`config.mk`:
```
export PLATFORM = sky130hd
export DESIGN_NAME = serial_parallel_aligner_flat
export DESIGN_NICKNAME = d
export VERILOG_FILES = /design/src/rtl/serial_parallel_aligner_pkg.sv /design/src/rtl/serial_parallel_aligner_if.sv /design/src/rtl/serial_shift_window.sv /design/src/rtl/serial_parallel_aligner.sv /design/src/flat_wrapper.sv
export SDC_FILE = /design/constraint.sdc
export NUM_CORES = 1
export LEC_CHECK = 0
export CORE_ASPECT_RATIO = 1.5
export CORE_UTILIZATION = 35
export CTS_BUF_LIST = sky130_fd_sc_hd__clkbuf_8
export DETAILED_ROUTE_END_ITERATION = 7
export PLACE_DENSITY = 0.65
export SYNTH_ARGS = -nofsm -noshare
export SYNTH_HDL_FRONTEND = slang
export SYNTH_SLANG_ARGS = --single-unit
```
`constraint.sdc`:
```
create_clock -name CLK -period 2.9 [get_ports CLK]
set_input_delay 0.435 -clock CLK [delete_from_list [all_inputs] [get_ports CLK]]
set_output_delay 0.435 -clock CLK [all_outputs]
set_load 0.02 [all_outputs]
```
`src/rtl/serial_parallel_aligner_pkg.sv`:
```
// rtl/serial_parallel_aligner_pkg.sv - shared byte width, comma constant and aligner state encoding
package serial_parallel_aligner_pkg;

  localparam int BYTE_W = 8;

  // Shared with the upstream serializer so both ends agree on the idle byte.
  localparam logic [BYTE_W-1:0] COMMA_K285 = 8'hBC;

  typedef enum logic [1:0] {
    SEARCH = 2'd0,
    SYNC   = 2'd1,
    ACTIVE = 2'd2
  } state_t;

endpackage

```
`src/rtl/serial_parallel_aligner_if.sv`:
```
// rtl/serial_parallel_aligner_if.sv - serial input and parallel output bundle of the aligner
interface serial_parallel_aligner_if;
  import serial_parallel_aligner_pkg::BYTE_W;

  logic              DATA_IN;
  logic              VALID_IN;
  logic [BYTE_W-1:0] DATA_OUT;
  logic              VALID_OUT;
  logic              ACTIVE;
  logic              COMMA_DET;

  modport master (
    output DATA_IN, VALID_IN,
    input  DATA_OUT, VALID_OUT, ACTIVE, COMMA_DET
  );

  modport slave (
    input  DATA_IN, VALID_IN,
    output DATA_OUT, VALID_OUT, ACTIVE, COMMA_DET
  );

endinterface

```
`src/rtl/serial_shift_window.sv`:
```
// rtl/serial_shift_window.sv - LSB-first shift history, fill tracking and comma comparator
module serial_shift_window
  import serial_parallel_aligner_pkg::*;
#(
  parameter logic [BYTE_W-1:0] COMMA = COMMA_K285
) (
  input  logic              CLK,
  input  logic              RESET,
  input  logic              data_in,
  input  logic              valid_in,
  output logic [BYTE_W-1:0] window,
  output logic              comma_hit
);

  // Only the seven most recent bits are kept: the oldest bit of a full byte
  // register would be shifted out before it could ever be compared.
  logic [BYTE_W-2:0] hist;
  logic [2:0]        fill;

  assign window    = {data_in, hist};
  assign comma_hit = valid_in && (fill == 3'd7) && (window == COMMA);

  always_ff @(posedge CLK) begin
    if (RESET) begin
      hist <= '0;
      fill <= '0;
    end else if (!valid_in) begin
      fill <= '0;
    end else begin
      hist <= window[BYTE_W-1:1];
      if (fill != 3'd7) begin
        fill <= fill + 3'd1;
      end
    end
  end

endmodule

```
`src/rtl/serial_parallel_aligner.sv`:
```
// rtl/serial_parallel_aligner.sv - comma-locked serial-to-parallel byte aligner
module serial_parallel_aligner
  import serial_parallel_aligner_pkg::*;
#(
  parameter int                    DATA_WIDTH = BYTE_W,
  parameter logic [DATA_WIDTH-1:0] COMMA      = COMMA_K285,
  parameter int                    LOCK_COUNT = 4
) (
  input  logic                     CLK,
  input  logic                     RESET,
  serial_parallel_aligner_if.slave bus
);

  localparam logic [3:0] LOCK_N = 4'(LOCK_COUNT);

  logic [DATA_WIDTH-1:0] window;
  logic                  comma_hit;
  state_t                state;
  logic [2:0]            bit_cnt;
  logic [3:0]            comma_cnt;
  logic [DATA_WIDTH-1:0] data_out_r;
  logic                  valid_out_r;
  logic                  active_r;
  logic                  comma_det_r;

  serial_shift_window #(
    .COMMA(COMMA)
  ) u_window (
    .CLK      (CLK),
    .RESET    (RESET),
    .data_in  (bus.DATA_IN),
    .valid_in (bus.VALID_IN),
    .window   (window),
    .comma_hit(comma_hit)
  );

  always_ff @(posedge CLK) begin
    if (RESET) begin
      state       <= SEARCH;
      bit_cnt     <= '0;
      comma_cnt   <= '0;
      data_out_r  <= '0;
      valid_out_r <= 1'b0;
      active_r    <= 1'b0;
      comma_det_r <= 1'b0;
    end else begin
      valid_out_r <= 1'b0;
      comma_det_r <= 1'b0;
      if (!bus.VALID_IN) begin
        state     <= SEARCH;
        active_r  <= 1'b0;
        bit_cnt   <= '0;
        comma_cnt <= '0;
      end else begin
        case (state)
          SEARCH: begin
            if (comma_hit) begin
              comma_det_r <= 1'b1;
              bit_cnt     <= '0;
              comma_cnt   <= 4'd1;
              state       <= (LOCK_N == 4'd1) ? ACTIVE : SYNC;
              active_r    <= (LOCK_N == 4'd1);
            end
          end
          SYNC: begin
            bit_cnt <= bit_cnt + 3'd1;
            if (bit_cnt == 3'd7) begin
              if (comma_hit) begin
                comma_det_r <= 1'b1;
                comma_cnt   <= comma_cnt + 4'd1;
                if (comma_cnt + 4'd1 == LOCK_N) begin
                  state    <= ACTIVE;
                  active_r <= 1'b1;
                end
              end else begin
                // Window stays full, so bit-level search resumes on the next bit.
                state     <= SEARCH;
                comma_cnt <= '0;
              end
            end
          end
          ACTIVE: begin
            bit_cnt <= bit_cnt + 3'd1;
            if (bit_cnt == 3'd7) begin
              if (comma_hit) begin
                comma_det_r <= 1'b1;
              end else begin
                data_out_r  <= window;
                valid_out_r <= 1'b1;
              end
            end
          end
          default: begin
            state    <= SEARCH;
            active_r <= 1'b0;
          end
        endcase
      end
    end
  end

  assign bus.DATA_OUT  = data_out_r;
  assign bus.VALID_OUT = valid_out_r;
  assign bus.ACTIVE    = active_r;
  assign bus.COMMA_DET = comma_det_r;

endmodule
```
`src/flat_wrapper.sv`:
```
// flat-port wrapper written by rule: the top's interface ports become plain ports
module serial_parallel_aligner_flat import serial_parallel_aligner_pkg::*;
#(
  parameter int                    DATA_WIDTH = BYTE_W,
  parameter logic [DATA_WIDTH-1:0] COMMA      = COMMA_K285,
  parameter int                    LOCK_COUNT = 4
)
  (CLK, RESET, bus_DATA_IN, bus_VALID_IN, bus_DATA_OUT, bus_VALID_OUT, bus_ACTIVE, bus_COMMA_DET);
  serial_parallel_aligner_if bus_i ();
  input  logic CLK;
  input  logic RESET;
  input wire logic [$bits(bus_i.DATA_IN)-1:0] bus_DATA_IN;
  input wire logic [$bits(bus_i.VALID_IN)-1:0] bus_VALID_IN;
  output wire logic [$bits(bus_i.DATA_OUT)-1:0] bus_DATA_OUT;
  output wire logic [$bits(bus_i.VALID_OUT)-1:0] bus_VALID_OUT;
  output wire logic [$bits(bus_i.ACTIVE)-1:0] bus_ACTIVE;
  output wire logic [$bits(bus_i.COMMA_DET)-1:0] bus_COMMA_DET;
  assign bus_i.DATA_IN = bus_DATA_IN;
  assign bus_i.VALID_IN = bus_VALID_IN;
  assign bus_DATA_OUT = bus_i.DATA_OUT;
  assign bus_VALID_OUT = bus_i.VALID_OUT;
  assign bus_ACTIVE = bus_i.ACTIVE;
  assign bus_COMMA_DET = bus_i.COMMA_DET;
  serial_parallel_aligner #(.DATA_WIDTH(DATA_WIDTH), .COMMA(COMMA), .LOCK_COUNT(LOCK_COUNT)) u_core (.CLK(CLK), .RESET(RESET), .bus(bus_i));
endmodule
```
* Word-level counts from Yosys, hierarchy flattened *
Cells that the tools add are included.
Widths: inputs -> output; s select.

operators by class
  add/subtract/negate cells = 3
  equal/unequal tests = 12
  mux-type cells = 20
  bitwise operators = 4
  reduce and logical (&&, ||, !) cells = 13

operators with widths
  cell                 number
  $mux 4               3
  $eq 8x8->1 const B   1
  $mux 2               4
  $ne 2x1->1 const B   4
  $pmux 4 s2           1
  $reduce_and 4->1     2
  $mux 1               7
  $add 3x1->3 const B  2
  $eq 3x3->1 const B   2
  $ne 3x3->1 const B   2
  $pmux 2 s3           1
  $pmux 3 s2           1
  $reduce_and 5->1     1
  $add 4x1->4 const B  1
  $eq 4x3->1 const B   1
  $not 1->1            4
  $reduce_bool 2->1    2
  $reduce_or 2->1      2
  $reduce_or 4->1      1
  $mux 3               1
  $pmux 1 s3           1
  $reduce_and 3->1     1
  $eq 2x1->1 const B   1
  $eq 2x2->1 const B   1
  other kinds (4)      5

storage, ports and cells
  register bits = 30
  input bits = 4

* Logic depth before layout (Yosys ltp) *
  word-level depth = 6
  gate-level depth with buffers = 7
  gate-level depth less buffers = 6

* Modules after synthesis *
Synthesis repeated with hierarchy kept, for this count alone.

second synthesis, totals
  cells, all modules = 156
  area total of the unflattened synthesis = 1401.3 µm²

modules (own cells, without submodules)
  module                   times used  cells an instance  area each (µm²)
  serial_parallel_aligner  1           117                977.2
  serial_shift_window      1           39                 424.2

* Worst setup path after synthesis *
OpenSTA, ideal clock, no wires.

  path type = register to register
  from = reg u_core.u_window.fill[0]
  to = reg u_core.state[0]
  arrival = 2.000 ns
  data required time = 2.828 ns
  slack = 0.828 ns
  stages on the path, launching flop included = 7
  period minus slack after synthesis = 2.072 ns
  cell sequence = dfxtp_1 > ha_1 > ha_1 > or4b_1 > or4_1 > o211ai_2 > mux2i_1

on the way
  cells in the longest elaborated chain, start to end = 6
  elaborated cells between the ends (all ways) = 9

ends and longest elaborated chain
  element                            line                           RTL
  from (decl)                        serial_shift_window.sv:18      logic [2:0] fill;
  from (signal assigned)             serial_shift_window.sv:32      fill <= fill + 3'd1;
  $eq 3x3->1 *                       serial_shift_window.sv:21      assign comma_hit = valid_in && (fill == 3'd7) && (window == COMMA);
  $logic_and 1x1->1 * (2 in series)  serial_shift_window.sv:21
  $mux 2                             serial_parallel_aligner.sv:68  if (comma_hit) begin
  $mux 2                             serial_parallel_aligner.sv:67  if (bit_cnt == 3'd7) begin
  $pmux 2 s3                         serial_parallel_aligner.sv:55  case (state)
  to (signal assigned)               serial_parallel_aligner.sv:61  state <= (LOCK_N == 4'd1) ? ACTIVE : SYNC;
  to (decl)                          serial_parallel_aligner.sv:18  state_t state;

Mark *: on every way between the ends. The rest lies on a longest branch, timed or not. The select of a mux whose other input is x is not followed.
A chain may end at the register's enable or synchronous reset.

* Worst setup path in the final report *
  from = reg u_core.u_window.fill[0]
  to = reg u_core.comma_cnt[0]

on the way
  cells in the longest elaborated chain, start to end = 6
  elaborated cells between the ends (all ways) = 8

ends and longest elaborated chain
  element                            line                           RTL
  $eq 3x3->1 *                       serial_shift_window.sv:21
  $logic_and 1x1->1 * (2 in series)  serial_shift_window.sv:21
  $mux 4                             serial_parallel_aligner.sv:68
  $mux 4                             serial_parallel_aligner.sv:67
  $pmux 4 s2                         serial_parallel_aligner.sv:55
  to (signal assigned)               serial_parallel_aligner.sv:70  comma_cnt <= comma_cnt + 4'd1;
  to (decl)                          serial_parallel_aligner.sv:20  logic [3:0] comma_cnt;

Marked as above.

==> impl_results.md <==
* Status: finished, final reports clean
* Buf/Inv on CP at 0
* Avg Synthesized Cell Area at roughly 9 um2
* Final nets at 191
* Worst path max stage delay at around 0.51 ns
* Delay-heaviest family, CP: simple AND/OR/NAND/NOR gates
* Die span in x at around 54 um
* Iter 0 DRT Violations at between 40 and 50
* GPL Wtd Cong at about 0.82
* Antenna-violating nets left at 0
* Worst hold slack at roughly 0.48 ns
* Layout cells sized above 1 at 7.345%
* Synth Warn # at 0
* Vias per cell at around 5.6
* Hold Path Class: reg2reg
* Synth cell types at 39
* Leak Pwr at between 0.0006 and 0.0007 uW
* Area of the core at approximately 3900 um2
* CP most frequent cell: ha_1
* Largest area contributor in the netlist: dfxtp_1
* Antenna Diode Count at 0
* Fin crit share at a little under 80%
* CTS root buffer: clkbuf_8
* Final wirelength at 3181 um
* CP Max Fanout at 7
* CTS tree: done
* # DRC at 0
* IO buf count at 14
* Max_slew headroom at between 60% and 70%
* Clock Skew at approximately 0.0098 ns
* Row cnt at 28
* Die Y at around 80 um
* Synthesis-to-layout area growth at 20.23%
* Critical path, cell by cell: ha_1, ha_1, or4b_1, or3_1, o2111ai_1, o211a_1
* IO Count at 15
* Max-cap violations at 0
* Worst-Skew Late Latency at between 0.2 and 0.3 ns
* Hold_buf cts at 0
* Fin cells at about 220
* Yosys top cell area share at around two fifths
* Post-synth net total at around 170
* Filler cells at between 300 and 400
* Worst-margin pin slew at ~0.57 ns
* Postcts setup bufs at 0
* Crit Path Category: reg2reg
* Vias in the first global route at 1175
* Initial antenna violation count at 0
* Post-CTS resize count at 0
* Largest net degree at the start of global routing at 19
* Slowest-stage cell, CP: or4b_1
* Final worst path period need at approximately 2.3 ns
* Arr. time, crit path at roughly 2.5 ns
* Pwr dens at about 450 nW/um2
* Crit start category: register
* Area contributors post-synth: dfxtp_1, ha_1, mux2i_1, a21oi_1, o21ai_1
* Clock Pin Slew Worst Setup and Hold Paths at 0.06 ns
* Slew Viols, Final at 0
* Grt total ovfl at 0
* Vias post-DR at roughly 1200
* CTS HTree Levels at 2
* Die area at around 4400 um2
* Worst Setup End Kind: register
* First-pass GRT wire length at between 5000 and 6000 um
* Worst vdd ir at ~0.3 mV
* Post-synthesis cell count at about 160
* WL per Instance at about 14 um
* F_max at about 0.44 GHz
* Crit path required time at 3.13 ns
* Top_reg_cell synth: dfxtp_1
* Pre-antenna DRT Iters at 4
* Seq cells post-synth at 30
* Hpwl dp at 2258 um
* Starting Density at 36.58%
* Sum Neg Setup Slack at 0 ns
* Seq/Total Area, Yosys at 41.85%
* Bufs on Longest Clock Path at 2
* CTS sink count at 30
* Num CTS Buffers at 5
* Synthesized area at between 1000 and 1500 um2
* Overall routing resource usage at ~17%
* Post-synthesis async set-or-reset flop share at 0%
* Final number of setup-violating endpoints at 0
* Number of synthesized flops with an enable pin at 0
* Final-report hold violation count at 0
* Placed cell count at roughly 210
* RSZ-0062 raised after global routing: false
[through the flow]
| step | cell area [um2] | utilization [%] | worst slack, ns | power, uW |
|---|---|---|---|---|
| finish | 1725 | 43.97 | 0.6494 | 783.5 |
| global placement | 1634 | 41.65 | 0.6054 | 451.6 |
| CTS | 1725 | 43.97 | 0.6575 | 793.6 |
| detailed placement | 1634 | 41.65 | 0.5584 | 452.5 |
| floorplan | 1435 | - | 0.8283 | 442.1 |
| global route | 1725 | 43.97 | 0.4581 | 820.7 |
[power breakdown]
group | internal, uW | switching (uW) | leakage (uW) | total (uW)
clock | 187 | 153 | 0.0000524 | 340
combinational | 11.0 | 14.6 | 0.000344 | 25.6
sequential | 415 | 2.86 | 0.000242 | 418
[area by class of cell]
type                       count  area, um2  area share (%)
multi-input combinational    116      788.3           45.69
sequential                    30      600.6           34.81
timing repair buffer          18      170.2           9.862
clock buffer                   6      82.58           4.786
tap                           45      56.30           3.263
inverter                       5      18.77           1.088
clock inverter                 2      8.758          0.5076
[worst min-delay path, stage by stage (launching register included)]
cell     delay [ns]
dfxtp_1        0.30
o21ai_1        0.06
a21oi_1        0.06
[logic make-up (layout without fill, tap and decap cells)]
family	count (synthesis)	count (layout)	share of synthesized area (%)
simple gates	52	52	20.75
compound gates	43	43	17.70
flops	30	30	41.85
buf+inv	12	31	3.225
fa+ha+maj	11	11	9.590
mux	9	9	6.277
xor+xnor	1	1	0.6104
[final timing paths]
kind	startpoint	end	slack [ns]	cells past startpoint
max	u_core.u_window.fill[0]	u_core.comma_cnt[0]	0.65	6
min	u_core.bus.DATA_OUT[1]	u_core.bus.DATA_OUT[1]	0.48	2
max reg2reg	u_core.u_window.fill[0]	u_core.comma_cnt[0]	0.65	6
min reg2reg	u_core.bus.DATA_OUT[1]	u_core.bus.DATA_OUT[1]	0.48	2
[cell usage after synthesis, types with 2 or more instances]
cell type / n
a21oi_1: 17
a31oi_1: 2
nor3_1: 4
nor4_1: 2
o31ai_1: 3
o21ai_1: 12
nand2b_1: 3
inv_1: 5
nor2_1: 11
o21ai_0: 2
or4b_1: 2
mux2i_1: 9
nand4b_1: 3
nand4_1: 2
clkbuf_1: 5
dfxtp_1: 30
nand3_1: 7
nand2_1: 8
ha_1: 11
[state kept, by name, indices dropped and copies added (netlist names), 2 cells and up]
register / cells
u_core.bit_cnt: 3
u_core.bus.DATA_OUT: 8
u_core.comma_cnt: 4
u_core.state: 2
u_core.u_window.fill: 3
u_core.u_window.hist: 7
[cells in the final DEF, fill, tap and decap left out, types with 2 or more instances in the layout]
cell type,n
nand4b_1,3
mux2i_1,9
nor2_1,11
a21oi_1,17
nand3_1,7
ha_1,11
clkdlybuf4s50_1,14
o31ai_1,3
clkbuf_8,6
o21ai_1,12
o21ai_0,2
nor4_1,2
nand2_1,8
inv_1,6
a31oi_1,2
nand2b_1,3
nand4_1,2
or4b_1,2
nor3_1,4
buf_4,4
dfxtp_1,30
[per-layer routing]
metal | vias up | track usage (%) | wire (um)
li1 | 617 | - | -
met1 | 589 | 20.23 | 1334
met2 | 20 | 25.85 | 1684
met3 | 8 | 5.492 | 90
met4 | 0 | 9.231 | 71
met5 | - | 0 | 0
No activity file was read; power rests on OpenSTA's default activity.
